### config.mk
export PLATFORM = sky130hd
export DESIGN_NAME = instr_fetch_mem
export DESIGN_NICKNAME = d
export VERILOG_FILES = /design/src/rtl/instr_fetch_mem.sv
export SDC_FILE = /design/constraint.sdc
export NUM_CORES = 1
export LEC_CHECK = 0
export CAP_MARGIN = 25
export CORE_AREA = 10 10 419 421
export DETAILED_ROUTE_END_ITERATION = 8
export DIE_AREA = 0 0 429 431
export SYNTH_ARGS = -nofsm -noshare
export SYNTH_HDL_FRONTEND = slang
export SYNTH_SLANG_ARGS = --single-unit
### constraint.sdc
create_clock -name clk -period 3.8 [get_ports clk]
set_input_delay 0.38 -clock clk [delete_from_list [all_inputs] [get_ports clk]]
set_output_delay 0.38 -clock clk [all_outputs]
set_load 0.01 [all_outputs]
### src/rtl/instr_fetch_mem.sv
// Instruction fetch memory: a byte-addressed program store with a load port
// and a single-outstanding fetch port. The response arrives a fixed LATENCY
// cycles after acceptance. Misaligned and out-of-range fetches fault.
module instr_fetch_mem #(
    parameter int unsigned MEM_BYTES = 128,
    parameter int unsigned LATENCY   = 1
) (
    input  logic        clk,
    input  logic        rst,
    input  logic        ld_en,
    input  logic [31:0] ld_addr,
    input  logic [7:0]  ld_data,
    input  logic        req_valid,
    output logic        req_ready,
    input  logic [31:0] req_addr,
    output logic        rsp_valid,
    input  logic        rsp_ready,
    output logic [31:0] rsp_instr,
    output logic        rsp_err,
    output logic [7:0]  err_cnt
);

    localparam int unsigned AW       = $clog2(MEM_BYTES);
    localparam logic [31:0] MEM_SIZE = 32'(MEM_BYTES);
    // Highest legal word address; compared at full width so nothing wraps.
    localparam logic [31:0] MAX_ADDR = 32'(MEM_BYTES - 4);
    localparam logic [2:0]  CNT_INIT = 3'(LATENCY - 1);

    typedef enum logic [1:0] {
        IDLE = 2'd0,
        WAIT = 2'd1,
        RESP = 2'd2
    } state_e;

    state_e      state_q, state_d;
    logic [2:0]  cnt_q, cnt_d;
    logic [31:0] instr_q;
    logic        err_q;
    logic [7:0]  err_cnt_q;

    logic [7:0]  mem_q [MEM_BYTES];

    logic          accept;
    logic          fetch_fault;
    logic [31:0]   fetch_word;
    logic [AW-1:0] base;

    // Program store: no reset, so loads keep working while rst is held.
    always_ff @(posedge clk) begin
        if (ld_en && (ld_addr < MEM_SIZE)) begin
            mem_q[ld_addr[AW-1:0]] <= ld_data;
        end
    end

    // A load in the same cycle always blocks acceptance of a fetch.
    assign req_ready = (state_q == IDLE) && !ld_en;
    assign accept    = req_valid && req_ready;

    assign fetch_fault = (req_addr[1:0] != 2'b00) || (req_addr > MAX_ADDR);
    assign base        = {req_addr[AW-1:2], 2'b00};

    // Big-endian word assembly; a faulted fetch returns zero.
    always_comb begin
        fetch_word = '0;
        if (!fetch_fault) begin
            fetch_word = {mem_q[base],
                          mem_q[{req_addr[AW-1:2], 2'b01}],
                          mem_q[{req_addr[AW-1:2], 2'b10}],
                          mem_q[{req_addr[AW-1:2], 2'b11}]};
        end
    end

    // FSM state and latency counter registers.
    always_ff @(posedge clk or posedge rst) begin
        if (rst) begin
            state_q <= IDLE;
            cnt_q   <= '0;
        end else begin
            state_q <= state_d;
            cnt_q   <= cnt_d;
        end
    end

    // Next-state logic: IDLE -> (WAIT ->) RESP -> IDLE, with WAIT covering
    // the extra LATENCY-1 cycles.
    always_comb begin
        state_d = state_q;
        cnt_d   = cnt_q;
        case (state_q)
            IDLE: begin
                if (accept) begin
                    if (LATENCY == 1) begin
                        state_d = RESP;
                    end else begin
                        state_d = WAIT;
                        cnt_d   = CNT_INIT;
                    end
                end
            end
            WAIT: begin
                if (cnt_q == 3'd1) begin
                    state_d = RESP;
                    cnt_d   = '0;
                end else begin
                    cnt_d = cnt_q - 3'd1;
                end
            end
            RESP: begin
                if (rsp_ready) begin
                    state_d = IDLE;
                end
            end
            default: begin
                state_d = IDLE;
                cnt_d   = '0;
            end
        endcase
    end

    // Snapshot the word at acceptance so later loads cannot disturb it.
    always_ff @(posedge clk or posedge rst) begin
        if (rst) begin
            instr_q <= '0;
            err_q   <= 1'b0;
        end else if (accept) begin
            instr_q <= fetch_word;
            err_q   <= fetch_fault;
        end
    end

    assign rsp_valid = (state_q == RESP);
    assign rsp_instr = rsp_valid ? instr_q : 32'h0000_0000;
    assign rsp_err   = rsp_valid && err_q;

    // Saturating count of faulted responses, bumped on their handshake.
    always_ff @(posedge clk or posedge rst) begin
        if (rst) begin
            err_cnt_q <= '0;
        end else if (rsp_valid && rsp_ready && rsp_err && (err_cnt_q != 8'hFF)) begin
            err_cnt_q <= err_cnt_q + 8'd1;
        end
    end

    assign err_cnt = err_cnt_q;

endmodule

==> run_results.csv, run 1 <==
group,metric,value,unit
routing,wirelength,111300,um
floorplanning,initial_utilization,24.88,%
finish,area_delta_synth_final,20.39,%
clock_network,cts_hold_buf,0,
sta,fin_setup_tns,0,ns
synth,synth_edf_count,1024,
placed_design,gp_congestion,0.8130,
grt,use_met3,1.943,%
sta,min_period_over_period,76.59,%
clock_network,clk_pin_slew,0.06,ns
power_and_ir_drop,total_power,24.34,mW
clock_network,cts_made_buffers,106,
clock_network,cts-resized-gates,0,
sta,max_freq,343.6,MHz
synth,yosys-top-cells-area,"edfxtp_1, mux4_2, mux2i_1, dfrtp_1, nor2_1",
run_status,status,"complete, no violations",
grt,grt_antenna_before_repair,14,
synth,synth-seq-cells,1066,
sta,post-route-min-period,2.910,ns
grt,use_met2,20.23,%
sta,worst_slack,0.8896,ns
floorplanning,die_h,431,um
sta,max_slew.worst_pin.slew,0.9095,ns
grt,grt_pass1_wl,159600,um
clock_network,clk_latency,0.69,ns
floorplanning,io_pins,120,
run,drv_cap,0,
floorplanning,die_x,429,um
power_and_ir_drop,p_per_area,487.7,nW/um^2
worst_setup_path,end_kind,"primary output",
worst_setup_path,crit_fanout,17,
worst_setup_path,worstPathRequired,3.42,ns
routing,vias,21440,
clock_network,post_cts_buffers,0,
synth,async_reset_ff_share,3.940,%
worst_setup_path,cp.arrival,2.53,ns
power_and_ir_drop,peakVddDrop,0.0003824,V
synth,yosysTopAreaCell,"edfxtp_1",
clock_network,clk_path_buf_depth,3,
floorplanning,coreArea,166700,um^2
worst_setup_path,r2r_slack,1.27,ns
placed_design,dp_slack,0.6851,ns
finish,final_area,49920,um^2
synth,synth_nets,2187,
sta,hold_ws,0.01579,ns
synth,synth_top_area_share,74.16,%
synth,ys_seq_area_share,76.69,%
clock_network,cts_max_level,3,
synth,syn_inst,2109,
placed_design,numPortBuffers,119,
synth,yosys_warnings,0,
finish,seqCellArea,31800,um^2
power_and_ir_drop,total_leakage_power,16.21,nW
grt,grt_pass1_vias,21910,
finish,multi_input_area,9116,um^2
floorplanning,die_area,184900,um^2
sta,rsz0062_at_grt,"no",
sta,setup_viol,0,
synth,synth-main-ff-cell,"edfxtp_1",
worst_hold_path,hold_class,"in -> reg",
clock_network,cts_tree,"built",
clock_network,cts.sinks,1066,
grt,met1_usage,14.54,%
sta,hold_viol,0,
worst_setup_path,worstSetupStartpointType,"flip-flop",
sta,drv_slew,0,
synth,synth.distinct_cells,47,
finish,fillers,16260,
finish,drive_above_1_share,21.96,%
clock_network,cts_root_buffer,"clkbuf_16",
synth,avgSynthCellArea,19.66,um^2
routing,drtPass1Iterations,5,
routing,drc,0,
placed_design,dpl-instance-area,46510,um^2
routing,wl_per_cell,23.62,um
synth,synth_area,41470,um^2
routing,via_per_inst,4.551,
grt,overflow,0,
sta,slew_headroom,39.37,%
grt,grt_busiest_layer,"met2",
placed_design,hpwl,73350,um
routing,drtAntennaViolNets,0,
grt,grt_usage,11.66,%
grt,grt_start_max_net_pins,87,
routing,drt_iter0_markers,2116,
sta,fin_skew,0.04508,ns
finish,num-nets-final,2493,
floorplanning,row_count,150,
worst_setup_path,critPathKind,"reg -> out",
-- worst max-delay path, cell delays in order, from the launching register on --
cell,delay [ns]
dfrtp_1,0.47
buf_4,0.33
and2_1,0.41
clkdlybuf4s50_1,0.62
-- cell usage after synthesis, types with 6 or more instances --
master,number
a211oi_1,32
a22o_1,32
a22oi_1,64
and2_1,36
buf_2,40
buf_4,20
clkbuf_1,60
dfrtp_1,42
edfxtp_1,1024
mux2i_1,192
mux4_2,160
nand2_1,77
nand3_1,23
nand4_1,6
nor2_1,135
nor2b_1,10
nor4_1,11
o221ai_1,32
o22ai_1,17
o31ai_1,14
o32a_1,14
o41ai_1,8
o41ai_2,10
-- final cells by class --
type	instances	share of cell area, %
multi-input cells	914	18.26
diodes	2	0.01003
repair buffers	323	5.715
inverters	4	0.03008
clock buffers	142	5.705
clock inverters	55	1.053
flip-flops and latches	1066	63.70
well taps	2204	5.524
-- worst paths after layout --
path | start | end | cells past startpoint
max | state_q[1] | rsp_instr[25] | 3
min | ld_data[5] | mem_q[125][5] | 1
max reg2reg | state_q[1] | instr_q[28] | 5
min reg2reg | instr_q[18] | instr_q[18] | 2
max in group asynchronous | rst | instr_q[25] | 3
min in group asynchronous | rst | instr_q[9] | 2
-- registers in the layout, indices dropped and copies added, names as in the netlist --
signal,cells
mem_q,1024
instr_q,32
state_q,1
err_cnt,8
err_q,1
-- placed cells by master, fill, tap and decap left out, drive strengths merged, types with 3 or more instances in the layout --
| cell | instances |
|---|---|
| edfxtp | 1024 |
| buf | 215 |
| mux2i | 192 |
| mux4 | 160 |
| clkbuf | 142 |
| nor2 | 135 |
| clkdlybuf4s50 | 108 |
| nand2 | 78 |
| a22oi | 64 |
| dfrtp | 42 |
| clkinv | 41 |
| and2 | 36 |
| a22o | 32 |
| o221ai | 32 |
| a211oi | 32 |
| nand3 | 23 |
| o41ai | 18 |
| o22ai | 17 |
| o32a | 14 |
| o31ai | 14 |
| nor4 | 11 |
| nor2b | 10 |
| inv | 9 |
| bufinv | 7 |
| nand4 | 6 |
| nor3 | 5 |
| xor2 | 5 |
| nand4b | 4 |
| nor4b | 4 |
| or3b | 3 |
| or3 | 3 |
| nor4bb | 3 |
-- metal layers --
metal,vias up,wire [um]
li1,9291,-
met1,11310,44810
met2,661,56470
met3,174,5757
met4,6,4189
met5,-,40
-- stage by stage --
step	util, %	std cells
finish	29.95	4710
global route	29.95	4709
CTS	29.93	4707
detailed placement	27.91	4510
global placement	27.91	4510
floorplan	-	2109
-- kinds of logic after synthesis --
family	Yosys count	synth area share, %
flops	1066	76.69
mux	353	13.35
simple gates	325	3.696
compound gates	228	4.574
buf+inv	129	1.509
xor+xnor	7	0.1479
fa+ha+maj	1	0.03017
-- report_power, final --
group	total, mW	internal [mW]	switching [mW]
combinational	1.25	0.484	0.765
sequential	12.9	12.9	0.0376
clock	10.2	5.76	4.40
(Power assumes the default switching activity.)
==> run 2, diff against run 1 <==
Clock period 3.8 ns to 2.5 ns, I/O delays scaled along.
==> run 2 against run 1 <==
  * Routed wire length rose by 0.15%
  * Global-route usage barely moved
  * Combinational power up 67%
  * Core utilization rose by 1.0 points
  * Final area is 3.4% higher
  * Die area stayed put
  * Largest cell class unchanged
==> run_results.csv, run 2 (same netlist as run 1, synthesis figures left out) <==
group,metric,value,unit
sta,hold_viol,0,
finish,mostFrequentLayoutCell,"edfxtp_1",
grt,grt_pass1_vias,22570,
placed_design,gp_congestion,0.8043,
floorplanning,io_pins,120,
clock_network,clk_pin_slew,0.06,ns
grt,grt_pass1_wl,160600,um
grt,overflow,0,
routing,drtPass1Iterations,5,
floorplanning,coreArea,166700,um^2
sta,rsz0062_at_grt,"no",
worst_hold_path,whs_endpoint,"mem_q[49][1]",
sta,min_period_over_period,96.79,%
worst_setup_path,cp.arrival,2.17,ns
run,drv_cap,0,
floorplanning,row_count,150,
worst_setup_path,crit_fanout,18,
sta,drv_slew,0,
floorplanning,die_area,184900,um^2
finish,largest_reg_flops,1024,
worst_hold_path,holdCritStartpoint,"ld_data[1]",
clock_network,clk_latency,0.69,ns
routing,wirelength,111400,um
routing,drc,0,
power_and_ir_drop,peakVddDrop,0.0005583,V
worst_setup_path,end_kind,"primary output",
finish,drive_above_1_share,26.57,%
clock_network,cts.sinks,1066,
finish,final_cell_mix,"edfxtp_1, buf_4, mux2i_1, mux4_2, nor2_1",
worst_setup_path,r2r-start,"state_q[1]",
finish,area_delta_synth_final,24.51,%
power_and_ir_drop,p_per_area,731.0,nW/um^2
clock_network,cts_made_buffers,107,
worst_setup_path,r2r_end,"instr_q[3]",
clock_network,cts_root_buffer,"clkbuf_16",
placed_design,placed_cells,4650,
routing,wl_per_cell,22.95,um
worst_hold_path,holdPathStages,1,
worst_hold_path,hold_class,"in -> reg",
placed_design,hpwl,75170,um
finish,multi_input_area,9130,um^2
placed_design,numPortBuffers,119,
sta,max_slew.worst_pin.slew,0.6582,ns
grt,grt_start_max_net_pins,84,
routing,via_per_inst,4.505,
sta,max_freq,413.3,MHz
sta,slew_headroom,55.86,%
routing,drtAntennaViolNets,0,
finish,num-nets-final,2636,
routing,drt_iter0_markers,2146,
clock_network,cts_max_level,3,
sta,post-route-min-period,2.420,ns
worst_setup_path,r2r_slack,0.13,ns
run_status,status,"complete, no violations",
power_and_ir_drop,total_leakage_power,17.18,nW
worst_setup_path,critPathKind,"reg -> out",
floorplanning,die_x,429,um
finish,post-route-util,30.98,%
worst_setup_path,worstRegToRegCells,5,
floorplanning,die_h,431,um
clock_network,clk_path_buf_depth,3,
sta,hold_ws,0.05318,ns
finish,seqCellArea,31800,um^2
finish,fillers,16140,
grt,grt_usage,11.67,%
sta,setup_viol,0,
worst_setup_path,worstSetupStartpointType,"flip-flop",
routing,vias,21870,
finish,fin_cells,4855,
sta,fin_setup_tns,0,ns
floorplanning,initial_utilization,24.88,%
worst_setup_path,worstPathRequired,2.25,ns
sta,fin_skew,0.02198,ns
grt,grt_antenna_before_repair,9,
clock_network,cts_tree,"built",
[run 2: worst max-delay path by stage]
| stage | start | endpoint | slack [ns] | cells after the start |
|---|---|---|---|---|
| detailed placement | req_addr[6] | instr_q[0] | -0.07 | 7 |
| CTS | state_q[1] | rsp_instr[23] | -0.05 | 3 |
| global placement | req_addr[6] | instr_q[0] | -0.05 | 7 |
| global route | state_q[1] | rsp_err | 0.03 | 3 |
| floorplan | ld_addr[31] | mem_q[56][0] | 0.31 | 6 |
| finish | state_q[1] | rsp_err | 0.08 | 3 |
[run 2: final cells by class]
class,count,area share [%]
multi-input cells,914,17.68
repair buffers,465,8.545
well taps,2204,5.341
inverters,4,0.02908
diodes,1,0.004847
clock inverters,60,1.173
clock buffers,141,5.629
flip-flops and latches,1066,61.59
[run 2: metrics by stage]
step | area [um^2] | power, mW | setup WS [ns]
2_1_floorplan | 41470 | 20.94 | 0.3105
4_1_cts | 51620 | 38.05 | -0.04722
6_report | 51630 | 37.74 | 0.08019
5_1_grt | 51630 | 38.83 | 0.03281
3_5_place_dp | 48050 | 22.13 | -0.06900
3_3_place_gp | 48050 | 22.10 | -0.05085
[run 2: critical path, cell delays in order, from the launching register on]
cell and delay (ns):
dfrtp_2 0.41, buf_12 0.20, and2_2 0.28, clkdlybuf4s50_1 0.58
[run 2: layer usage]
metal | vias up | global-route usage [%] | share of wire, %
li1 | 9598 | - | -
met1 | 11440 | 14.50 | 40
met2 | 662 | 20.33 | 51
met4 | 6 | 4.372 | 3.9
met5 | - | 0 | 0.042
met3 | 173 | 1.940 | 5.1
[run 2: what timing repair did]
action	4_1_cts	5_1_grt
setup buffers	0	1
resized for setup	14	0
hold buffers	1	0
setup endpoints to repair	15	7
hold endpoints to repair	42	0
cloned	1	0
[run 2: report_power, final]
group          leakage, nW  internal, mW  switching, mW
Clock                 1.71          9.31           6.68
Combinational         5.71         0.878           1.21
Sequential            9.77          19.6         0.0565
Total                 17.2          29.8           7.95
